File: config.mk
export PLATFORM = sky130hd
export DESIGN_NAME = fir_mac_scheduler
export DESIGN_NICKNAME = d
export VERILOG_FILES = /design/src/rtl/fir_mac_scheduler.sv
export SDC_FILE = /design/constraint.sdc
export NUM_CORES = 1
export LEC_CHECK = 0
export BUFFER_PORTS_ARGS = -buffer_cell sky130_fd_sc_hd__buf_2
export CORE_MARGIN = 2
export CORE_UTILIZATION = 65
export DETAILED_ROUTE_END_ITERATION = 10
export PLACE_DENSITY = 0.84
export SYNTH_ARGS = -nofsm -noshare
export SYNTH_HDL_FRONTEND = slang
export SYNTH_SLANG_ARGS = --single-unit
File: constraint.sdc
create_clock -name clk -period 13 [get_ports clk]
set_input_delay 0.65 -clock clk [delete_from_list [all_inputs] [get_ports clk]]
set_output_delay 0.65 -clock clk [all_outputs]
set_load 0.1 [all_outputs]
File: src/rtl/fir_mac_scheduler.sv
// rtl/fir_mac_scheduler.sv - round-robin multi-channel 4-tap FIR sharing one MAC
//
// Purpose: NCH channels each own a private 4-deep sample delay line. One
// 8x8 multiplier and one 18-bit accumulator are time-shared. A sample is
// accepted from one channel, the four taps are accumulated over four cycles,
// and the result is presented on the output stream.
//
// Ports:
//   clk, rst_n             clock, asynchronous active-low reset
//   in_valid[NCH]          per-channel sample request
//   in_data[NCH*8]         per-channel samples, channel c at [8c+7:8c]
//   in_ready[NCH]          per-channel accept, one-hot or zero
//   coef_we/addr/wdata     coefficient write port (tap 0..3)
//   coef_err               one-cycle pulse when a coefficient write is dropped
//   out_valid/ready        result handshake
//   out_data[18], out_ch   filter result and the channel it belongs to
//   busy                   high whenever the scheduler is not idle
//
// Build option: define FIR_SCHED_COEF_WR_EN to make coefficients writable;
// otherwise they are the constants 4,3,2,1 and coef_err is tied low.
module fir_mac_scheduler #(
  parameter int NCH = 4,
  localparam int CW = $clog2(NCH)
) (
  input  logic                 clk,
  input  logic                 rst_n,
  input  logic [NCH-1:0]       in_valid,
  input  logic [NCH*8-1:0]     in_data,
  output logic [NCH-1:0]       in_ready,
  input  logic                 coef_we,
  input  logic [1:0]           coef_addr,
  input  logic [7:0]           coef_wdata,
  output logic                 coef_err,
  output logic                 out_valid,
  input  logic                 out_ready,
  output logic [17:0]          out_data,
  output logic [CW-1:0]        out_ch,
  output logic                 busy
);

  localparam logic [1:0] S_IDLE = 2'd0;
  localparam logic [1:0] S_MAC  = 2'd1;
  localparam logic [1:0] S_OUT  = 2'd2;

  logic [1:0]    state_q, state_d;
  logic [1:0]    tap_q, tap_d;
  logic [CW-1:0] gnt_q, gnt_d;
  logic [CW-1:0] last_q, last_d;
  logic [17:0]   acc_q, acc_d;
  logic [7:0]    x_q [NCH][4];
  logic [7:0]    x_d [NCH][4];
  logic [7:0]    coef_v [4];

  logic          rr_found;
  logic [CW-1:0] rr_ch;
  logic [CW-1:0] cand;
  logic [NCH-1:0] rr_onehot;
  logic          accept;
  logic [15:0]   prod;

  // Round-robin search starting just after the last granted channel.
  always_comb begin
    rr_found  = 1'b0;
    rr_ch     = '0;
    cand      = '0;
    rr_onehot = '0;
    for (int i = 1; i <= NCH; i++) begin
      cand = CW'((int'(last_q) + i) % NCH);
      if (!rr_found && in_valid[cand]) begin
        rr_found = 1'b1;
        rr_ch    = cand;
      end
    end
    if (rr_found) begin
      rr_onehot[rr_ch] = 1'b1;
    end
  end

  // rst_n gates the combinational ready so nothing is offered during reset.
  assign in_ready  = (state_q == S_IDLE && rst_n) ? rr_onehot : '0;
  assign accept    = |(in_ready & in_valid);

  assign out_valid = (state_q == S_OUT);
  assign out_data  = acc_q;
  assign out_ch    = gnt_q;
  assign busy      = (state_q != S_IDLE);

  assign prod = 16'(coef_v[tap_q]) * 16'(x_q[gnt_q][tap_q]);

  always_comb begin
    state_d = state_q;
    tap_d   = tap_q;
    gnt_d   = gnt_q;
    last_d  = last_q;
    acc_d   = acc_q;
    x_d     = x_q;
    case (state_q)
      S_IDLE: begin
        if (accept) begin
          for (int k = 3; k >= 1; k--) begin
            x_d[rr_ch][k] = x_q[rr_ch][k-1];
          end
          x_d[rr_ch][0] = in_data[8*rr_ch +: 8];
          acc_d   = '0;
          tap_d   = '0;
          gnt_d   = rr_ch;
          last_d  = rr_ch;
          state_d = S_MAC;
        end
      end
      S_MAC: begin
        acc_d = acc_q + 18'(prod);
        if (tap_q == 2'd3) begin
          state_d = S_OUT;
        end else begin
          tap_d = tap_q + 2'd1;
        end
      end
      S_OUT: begin
        if (out_ready) begin
          state_d = S_IDLE;
        end
      end
      default: state_d = S_IDLE;
    endcase
  end

  always_ff @(posedge clk or negedge rst_n) begin
    if (!rst_n) begin
      state_q <= S_IDLE;
      tap_q   <= '0;
      gnt_q   <= '0;
      last_q  <= CW'(NCH - 1);
      acc_q   <= '0;
      for (int c = 0; c < NCH; c++) begin
        for (int k = 0; k < 4; k++) begin
          x_q[c][k] <= '0;
        end
      end
    end else begin
      state_q <= state_d;
      tap_q   <= tap_d;
      gnt_q   <= gnt_d;
      last_q  <= last_d;
      acc_q   <= acc_d;
      x_q     <= x_d;
    end
  end

`ifdef FIR_SCHED_COEF_WR_EN
  logic [7:0] coef_q [4];
  logic [7:0] coef_d [4];
  logic       coef_err_q, coef_err_d;

  // A write only lands in an idle cycle that is not also accepting a sample.
  always_comb begin
    coef_d     = coef_q;
    coef_err_d = 1'b0;
    if (coef_we) begin
      if (state_q == S_IDLE && !accept) begin
        coef_d[coef_addr] = coef_wdata;
      end else begin
        coef_err_d = 1'b1;
      end
    end
  end

  always_ff @(posedge clk or negedge rst_n) begin
    if (!rst_n) begin
      coef_q[0]  <= 8'd4;
      coef_q[1]  <= 8'd3;
      coef_q[2]  <= 8'd2;
      coef_q[3]  <= 8'd1;
      coef_err_q <= 1'b0;
    end else begin
      coef_q     <= coef_d;
      coef_err_q <= coef_err_d;
    end
  end

  assign coef_v   = coef_q;
  assign coef_err = coef_err_q;
`else
  logic coef_unused;

  assign coef_v[0]   = 8'd4;
  assign coef_v[1]   = 8'd3;
  assign coef_v[2]   = 8'd2;
  assign coef_v[3]   = 8'd1;
  assign coef_err    = 1'b0;
  assign coef_unused = &{1'b0, coef_we, coef_addr, coef_wdata};
`endif

endmodule

==> results.json, run 1 <==
{
  "outcome": "completed",
  "ctsLongestPathBuffers": 2,
  "syn2layout_area_growth_pct": 11.8,
  "netlist_top_cells_area": "dfrtp_1, mux2_2, mux4_2",
  "antenna_found_initial": 0,
  "worst-endpoint-arrival_ps": 6100,
  "syn-instance-count": 637,
  "grt_use_total_pct": 28.0,
  "start_util_pct": 67.0,
  "crit_type": "reg2reg",
  "synth.cell_area_um2": 8490,
  "wl_um": 18300,
  "post_cts_buffers": 0,
  "r2r_end": "out_data[15]$_DFFE_PN0P_",
  "hpwl_um": 11200,
  "ys_seq_area_share_pct": 45.4,
  "synth.avg_cell_area_um2": 13.3,
  "tns_ps": 0,
  "critPathCaptureType": "register",
  "numCtsBuffers": 17,
  "cts-root-buf": "clkbuf_16",
  "post_synth_and_or_nand_nor_area_fraction_pct": 6.10,
  "yosys.area.top_type_share_pct": 44.8,
  "worst-slew-pin-transition_ps": 955,
  "register_area_um2": 3860,
  "route.detailed.drc": 0,
  "synth_fa_ha_area_share_pct": 9.28,
  "yosys_warnings": 0,
  "hp-class": "in2async",
  "setup_viol": 0,
  "synth-edff-count": 0,
  "n_fill_cell": 784,
  "critPathLaunchType": "register",
  "rr_startpoint": "out_ch[0]$_DFFE_PN0P_",
  "grt_pass1_wl_um": 30300,
  "period_share_pct": 44.3,
  "core_um2": 12700,
  "gp_congestion": 0.845,
  "synth_compound_area_share_pct": 6.65,
  "fp.dieArea_um2": 14000,
  "dr.pass1.iters": 5,
  "final-hold-violation-count": 0,
  "multi_input_area_um2": 4260,
  "ant_nets": 0,
  "fin_nets": 801,
  "yosys.area.top_type": "dfrtp_1",
  "final_cell_mix": "dfrtp_1, mux2_2, buf_2, inv_1",
  "clk_latency_ps": 430,
  "port-buffer-count": 64,
  "async_flop_share_pct": 100,
  "rsz0062_at_grt": "no",
  "grt_pass1_vias": 5922,
  "path_clk_slew_ps": 60,
  "drt_iter0_drc": 394,
  "r2r_slack_ps": 7240,
  "cts-resized-gates": 0,
  "synth_top_flop_cell": "dfrtp_1",
  "period_needed_ps": 5760,
  "synth_top_family_by_area": "multiplexers",
  "slew_headroom_pct": 36.4,
  "die_w_um": 118,
  "vias_per_cell": 6.19,
  "rows": 41,
  "maxCapViolCount": 0,
  "grt_max_degree": 94,
  "globalRouteOverflowTotal": 0,
  "synthDistinctLibCells": 62,
  "drive_gt1_share_pct": 39.3,
  "slew_viol_final": 0,
  "antennaDiodeCount": 0,
  "vias": 5459,
  "skew_ps": 13.2,
  "worstPathMaxFanout": 34,
  "worstRegToRegCells": 20,
  "synth_xor_area_share_pct": 0.413,
  "max_clock_freq_ghz": 0.173,
  "tritoncts": "done",
  "hold_buffers": 0,
  "layout_commonest_cell": "dfrtp_1",
  "cts_htree_levels": 4,
  "clock_sinks": 154,
  "synth-seq-cells": 154,
  "die_h_um": 118,
  "pin_count": 77,
  "cp.required_ps": 13330,
  "syn_nets": 741,
  "synth_mux_area_share_pct": 27.7,
  "wl_per_cell_um": 20.8
}
## stage by stage
stage / instances / cell area, um^2 / utilization, % / setup slack, ps / hold slack [ps]
2_1_floorplan: 637 / 8490 / - / 7160 / 354
3_3_place_gp: 850 / 8880 / 70.1 / 7450 / 483
3_5_place_dp: 850 / 8880 / 70.1 / 7270 / 490
4_1_cts: 882 / 9490 / 74.9 / 7230 / 336
5_1_grt: 882 / 9490 / 74.9 / 6970 / 366
6_report: 882 / 9490 / 74.9 / 7240 / 298
## layer usage
layer  vias up  wire (um)  GRT usage [%]
met2       226       9320           46.3
li1       2423          -              -
met5         -          0              0
met3        39       1010           6.61
met4         0        412           11.1
met1      2771       7590           35.9
## sequential cells by signal (all words and copies together), names as in the netlist
name	cells
state_q	2
out_ch	2
out_data	18
tap_q	2
last_q	2
x_q	128
## critical path: stages, from the launching register on
cell and delay (ps):
dfrtp_2 340, buf_4 540, mux4_2 600, mux2_2 290
nand2_1 120, o21a_1 170, nor2b_1 70, fa_1 400
ha_1 290, ha_1 300, inv_1 60, fa_1 470
inv_1 70, ha_1 180, inv_1 60, fa_1 410
nor2b_1 170, o31a_1 240, o2111ai_1 320, a2111o_1 460
o211ai_1 120
## cells by family (layout without fill, tap and decap cells)
| family | Yosys count | count (layout) |
|---|---|---|
| AO/OA/AOI/OAI | 83 | 83 |
| XOR/XNOR | 4 | 4 |
| adder cells (fa/ha/maj) | 54 | 54 |
| buffers and inverters | 75 | 148 |
| flip-flops | 154 | 154 |
| multiplexers | 168 | 168 |
| other | 1 | 1 |
| AND/OR/NAND/NOR | 98 | 98 |
## final cells by class
type / count / area share [%]
Sequential cell: 154 / 40.6
Tap cell: 172 / 2.27
Inverter: 46 / 1.82
Timing Repair Buffer: 70 / 3.91
Clock buffer: 21 / 4.96
Multi-Input combinational cell: 408 / 44.9
Clock inverter: 11 / 1.50
## worst max path at each step
stage / cells past startpoint / start / end
finish: 20 / out_ch[0]$_DFFE_PN0P_ / out_data[15]$_DFFE_PN0P_
floorplan: 19 / out_ch[0]$_DFFE_PN0P_ / out_data[13]$_DFFE_PN0P_
global route: 20 / out_ch[0]$_DFFE_PN0P_ / out_data[17]$_DFFE_PN0P_
global placement: 20 / out_ch[0]$_DFFE_PN0P_ / out_data[17]$_DFFE_PN0P_
detailed placement: 20 / out_ch[0]$_DFFE_PN0P_ / out_data[15]$_DFFE_PN0P_
CTS: 20 / out_ch[0]$_DFFE_PN0P_ / out_data[15]$_DFFE_PN0P_
## synthesized netlist by cell type (4+ instances only)
| cell type | n |
|---|---|
| fa_1 | 15 |
| nand2b_1 | 4 |
| mux2_4 | 29 |
| nor2b_1 | 11 |
| clkbuf_1 | 6 |
| mux4_2 | 32 |
| inv_1 | 44 |
| a21oi_1 | 19 |
| o21a_1 | 11 |
| dfrtp_1 | 152 |
| xor2_1 | 4 |
| mux2i_1 | 5 |
| nor2_1 | 10 |
| o21ai_0 | 23 |
| buf_4 | 15 |
| nand2_1 | 39 |
| mux2_2 | 102 |
| nand3_1 | 11 |
| buf_6 | 4 |
| nor3_1 | 4 |
| a21o_1 | 4 |
| ha_1 | 39 |
Power of run 1 is left out: the tool's default activity adds up to more than one toggle a clock period on the data nets, which glitch-free logic cannot reach.
==> inputs of run 2 (changes only) <==
--- a/config.mk
+++ b/config.mk
@@ -5,11 +5,12 @@
 export SDC_FILE = /design/constraint.sdc
 export NUM_CORES = 1
 export LEC_CHECK = 0
+export ABC_AREA = 1
 export BUFFER_PORTS_ARGS = -buffer_cell sky130_fd_sc_hd__buf_2
 export CORE_MARGIN = 2
-export CORE_UTILIZATION = 65
+export CORE_UTILIZATION = 61
 export DETAILED_ROUTE_END_ITERATION = 10
-export PLACE_DENSITY = 0.84
+export PLACE_DENSITY = 0.79
 export SYNTH_ARGS = -nofsm -noshare
 export SYNTH_HDL_FRONTEND = slang
 export SYNTH_SLANG_ARGS = --single-unit
==> constraint.sdc (replaced) <==
create_clock -name clk -period 5.8 [get_ports clk]
set_input_delay 0.29 -clock clk [delete_from_list [all_inputs] [get_ports clk]]
set_output_delay 0.29 -clock clk [all_outputs]
set_load 0.1 [all_outputs]
==> run 2 against run 1 <==
Effect of this change:
- global-route usage is 5.3 points higher
- synthesized area is 15% higher
- non-clock buffer count is 18 higher
- sequential share of layout area is 5.1 points lower
- clock skew is 3.0 ps lower
- via count is 71% higher
- setup slack worse by 6800 ps
- register-to-register slack worse by 6800 ps
- synthesized cell count is 110% higher
- hold slack worse by 240 ps
- wire length is 47% higher
==> results.json, run 2 <==
{
  "outcome": "completed",
  "pin_count": 77,
  "yosys.area.top_type": "dfrtp_1",
  "yosys_warnings": 0,
  "r2r_slack_ps": 430,
  "final-hold-violation-count": 0,
  "critPathCaptureType": "register",
  "max_clock_freq_ghz": 0.186,
  "grt_use_met1_pct": 47.7,
  "endpoint": "out_data[14]$_DFFE_PN0P_",
  "fp.dieArea_um2": 17100,
  "wl_um": 26900,
  "synthTopCellsByCount": "nand2_1, dfrtp_1, nand3_1",
  "worst-endpoint-arrival_ps": 5730,
  "dr.pass1.iters": 6,
  "route.detailed.drc": 0,
  "setup_viol": 0,
  "rr_startpoint": "tap_q[0]$_DFFE_PN0P_",
  "async_flop_share_pct": 100,
  "post_cts_buffers": 0,
  "numCtsBuffers": 17,
  "syn2layout_area_growth_pct": 10.8,
  "tns_ps": 0,
  "drive_gt1_share_pct": 10.5,
  "fin_nets": 1469,
  "worst-slew-pin-transition_ps": 966,
  "start_util_pct": 62.2,
  "yosys.area.top_type_share_pct": 38.8,
  "grt_use_total_pct": 33.3,
  "port-buffer-count": 64,
  "synth-edff-count": 0,
  "drt_iter0_drc": 1219,
  "final_cell_mix": "nand2_1, dfrtp_1, nand3_1, nor2_1, inv_1",
  "clock_sinks": 154,
  "cts-root-buf": "clkbuf_16",
  "vias": 9332,
  "globalRouteOverflowTotal": 0,
  "antennaDiodeCount": 0,
  "critPathLaunchType": "register",
  "rsz0062_at_grt": "no",
  "die_w_um": 131,
  "period_needed_ps": 5370,
  "ant_nets": 0,
  "grt_pass1_wl_um": 44200,
  "path_clk_slew_ps": 60,
  "syn_nets": 1446,
  "grt.busiest_layer": "met2",
  "maxCapViolCount": 0,
  "core_um2": 15800,
  "grt_max_degree": 80,
  "wl_per_cell_um": 16.8,
  "worstRegToRegCells": 20,
  "met2_usage_pct": 51.2,
  "rows": 46,
  "tritoncts": "done",
  "yosysMostFrequentCell": "nand2_1",
  "regMostFlops": "x_q",
  "slew_viol_final": 0,
  "synth-seq-cells": 154,
  "largest_register_ff_count": 128,
  "cp.required_ps": 6160,
  "gp_congestion": 0.872,
  "ctsLongestPathBuffers": 2,
  "hpwl_um": 16600,
  "r2r_end": "out_data[14]$_DFFE_PN0P_",
  "crit_path_start": "tap_q[0]$_DFFE_PN0P_",
  "layout_commonest_cell": "nand2_1",
  "synth.cell_area_um2": 9800,
  "antenna_found_initial": 0,
  "crit_type": "reg2reg",
  "final_util_pct": 68.9,
  "worstPathMaxFanout": 11,
  "vias_per_cell": 5.85,
  "skew_ps": 10.2,
  "synthDistinctLibCells": 43,
  "synth.avg_cell_area_um2": 7.31,
  "period_share_pct": 92.6,
  "synth_top_flop_cell": "dfrtp_1",
  "hp-class": "in2reg",
  "slew_headroom_pct": 35.6,
  "ys_seq_area_share_pct": 39.3,
  "syn-instance-count": 1342,
  "clk_latency_ps": 430,
  "cts_htree_levels": 4,
  "grt_pass1_vias": 8715,
  "die_h_um": 131,
  "met3_usage_pct": 5.86,
  "netlist_top_cells_area": "dfrtp_1, nand2_1, nand3_1"
}
-- run 2: metal layers --
metal,vias to the layer above,wire length [um]
met5,-,0
met4,0,671
met3,66,2290
met2,505,12500
met1,4346,11400
li1,4415,-
-- run 2: cell type report --
type | instances | area [um^2]
multi-input cells | 1021 | 5260
fillers | 1362 | 4910
flip-flops and latches | 154 | 3860
repair buffers | 88 | 567
clock buffers | 21 | 450
inverters | 83 | 314
well taps | 216 | 270
clock inverters | 11 | 143
-- run 2: timing repair --
action / 4_1_cts / 5_1_grt
hold buffers: 1 / 0
hold endpoints to repair: 75 / 0
gates resized for setup: 0 / 0
-- run 2: worst min path at each step --
stage	from	end	slack, ps	cells past startpoint
after floorplan	rst_n	out_ch[0]$_DFFE_PN0P_	-6	0
after global routing	out_ready	state_q[1]$_DFFE_PN0P_	60	2
after CTS	out_ready	state_q[1]$_DFFE_PN0P_	50	2
final	out_ready	state_q[1]$_DFFE_PN0P_	60	2
after global placement	rst_n	out_data[17]$_DFFE_PN0P_	380	1
after detailed placement	rst_n	out_data[17]$_DFFE_PN0P_	380	1
-- run 2: stage by stage --
step | setup slack (ps) | instance area [um^2] | hold slack [ps] | std cells
6_report | 429 | 10900 | 58.5 | 1594
3_5_place_dp | 535 | 10300 | 385 | 1561
5_1_grt | 55.2 | 10900 | 55.9 | 1594
3_3_place_gp | 610 | 10300 | 381 | 1561
2_1_floorplan | 221 | 9800 | -5.59 | 1342
4_1_cts | 506 | 10900 | 50.2 | 1594
-- run 2: critical path: stages, from the launching register on --
cell and delay [ps]:
dfrtp_1 600, clkinv_1 520, ha_1 550, nand2_1 90
fa_1 520, inv_1 40, ha_1 300, fa_1 510
inv_1 50, fa_1 530, inv_1 40, ha_1 380
a21oi_1 90, or2_2 270, nand3_1 120, a21boi_0 150
o21ai_0 230, nand2_1 100, nand2_1 70, nand2_1 50
nor2_1 80
-- run 2: cells by family (layout without fill, tap and decap cells) --
group                    count (synthesis)  count (layout)  synth area share, %
flip-flops                             154             154                 39.3
AO/OA/AOI/OAI                          126             126                 8.07
multiplexers                            25              25                 2.55
adder cells (fa/ha/maj)                 54              54                 8.04
buffers and inverters                  167             203                 7.13
other                                    1               1               0.0382
AND/OR/NAND/NOR                        812             812                 34.6
XOR/XNOR                                 3               3                0.268
Power of run 2 is left out for the same reason.
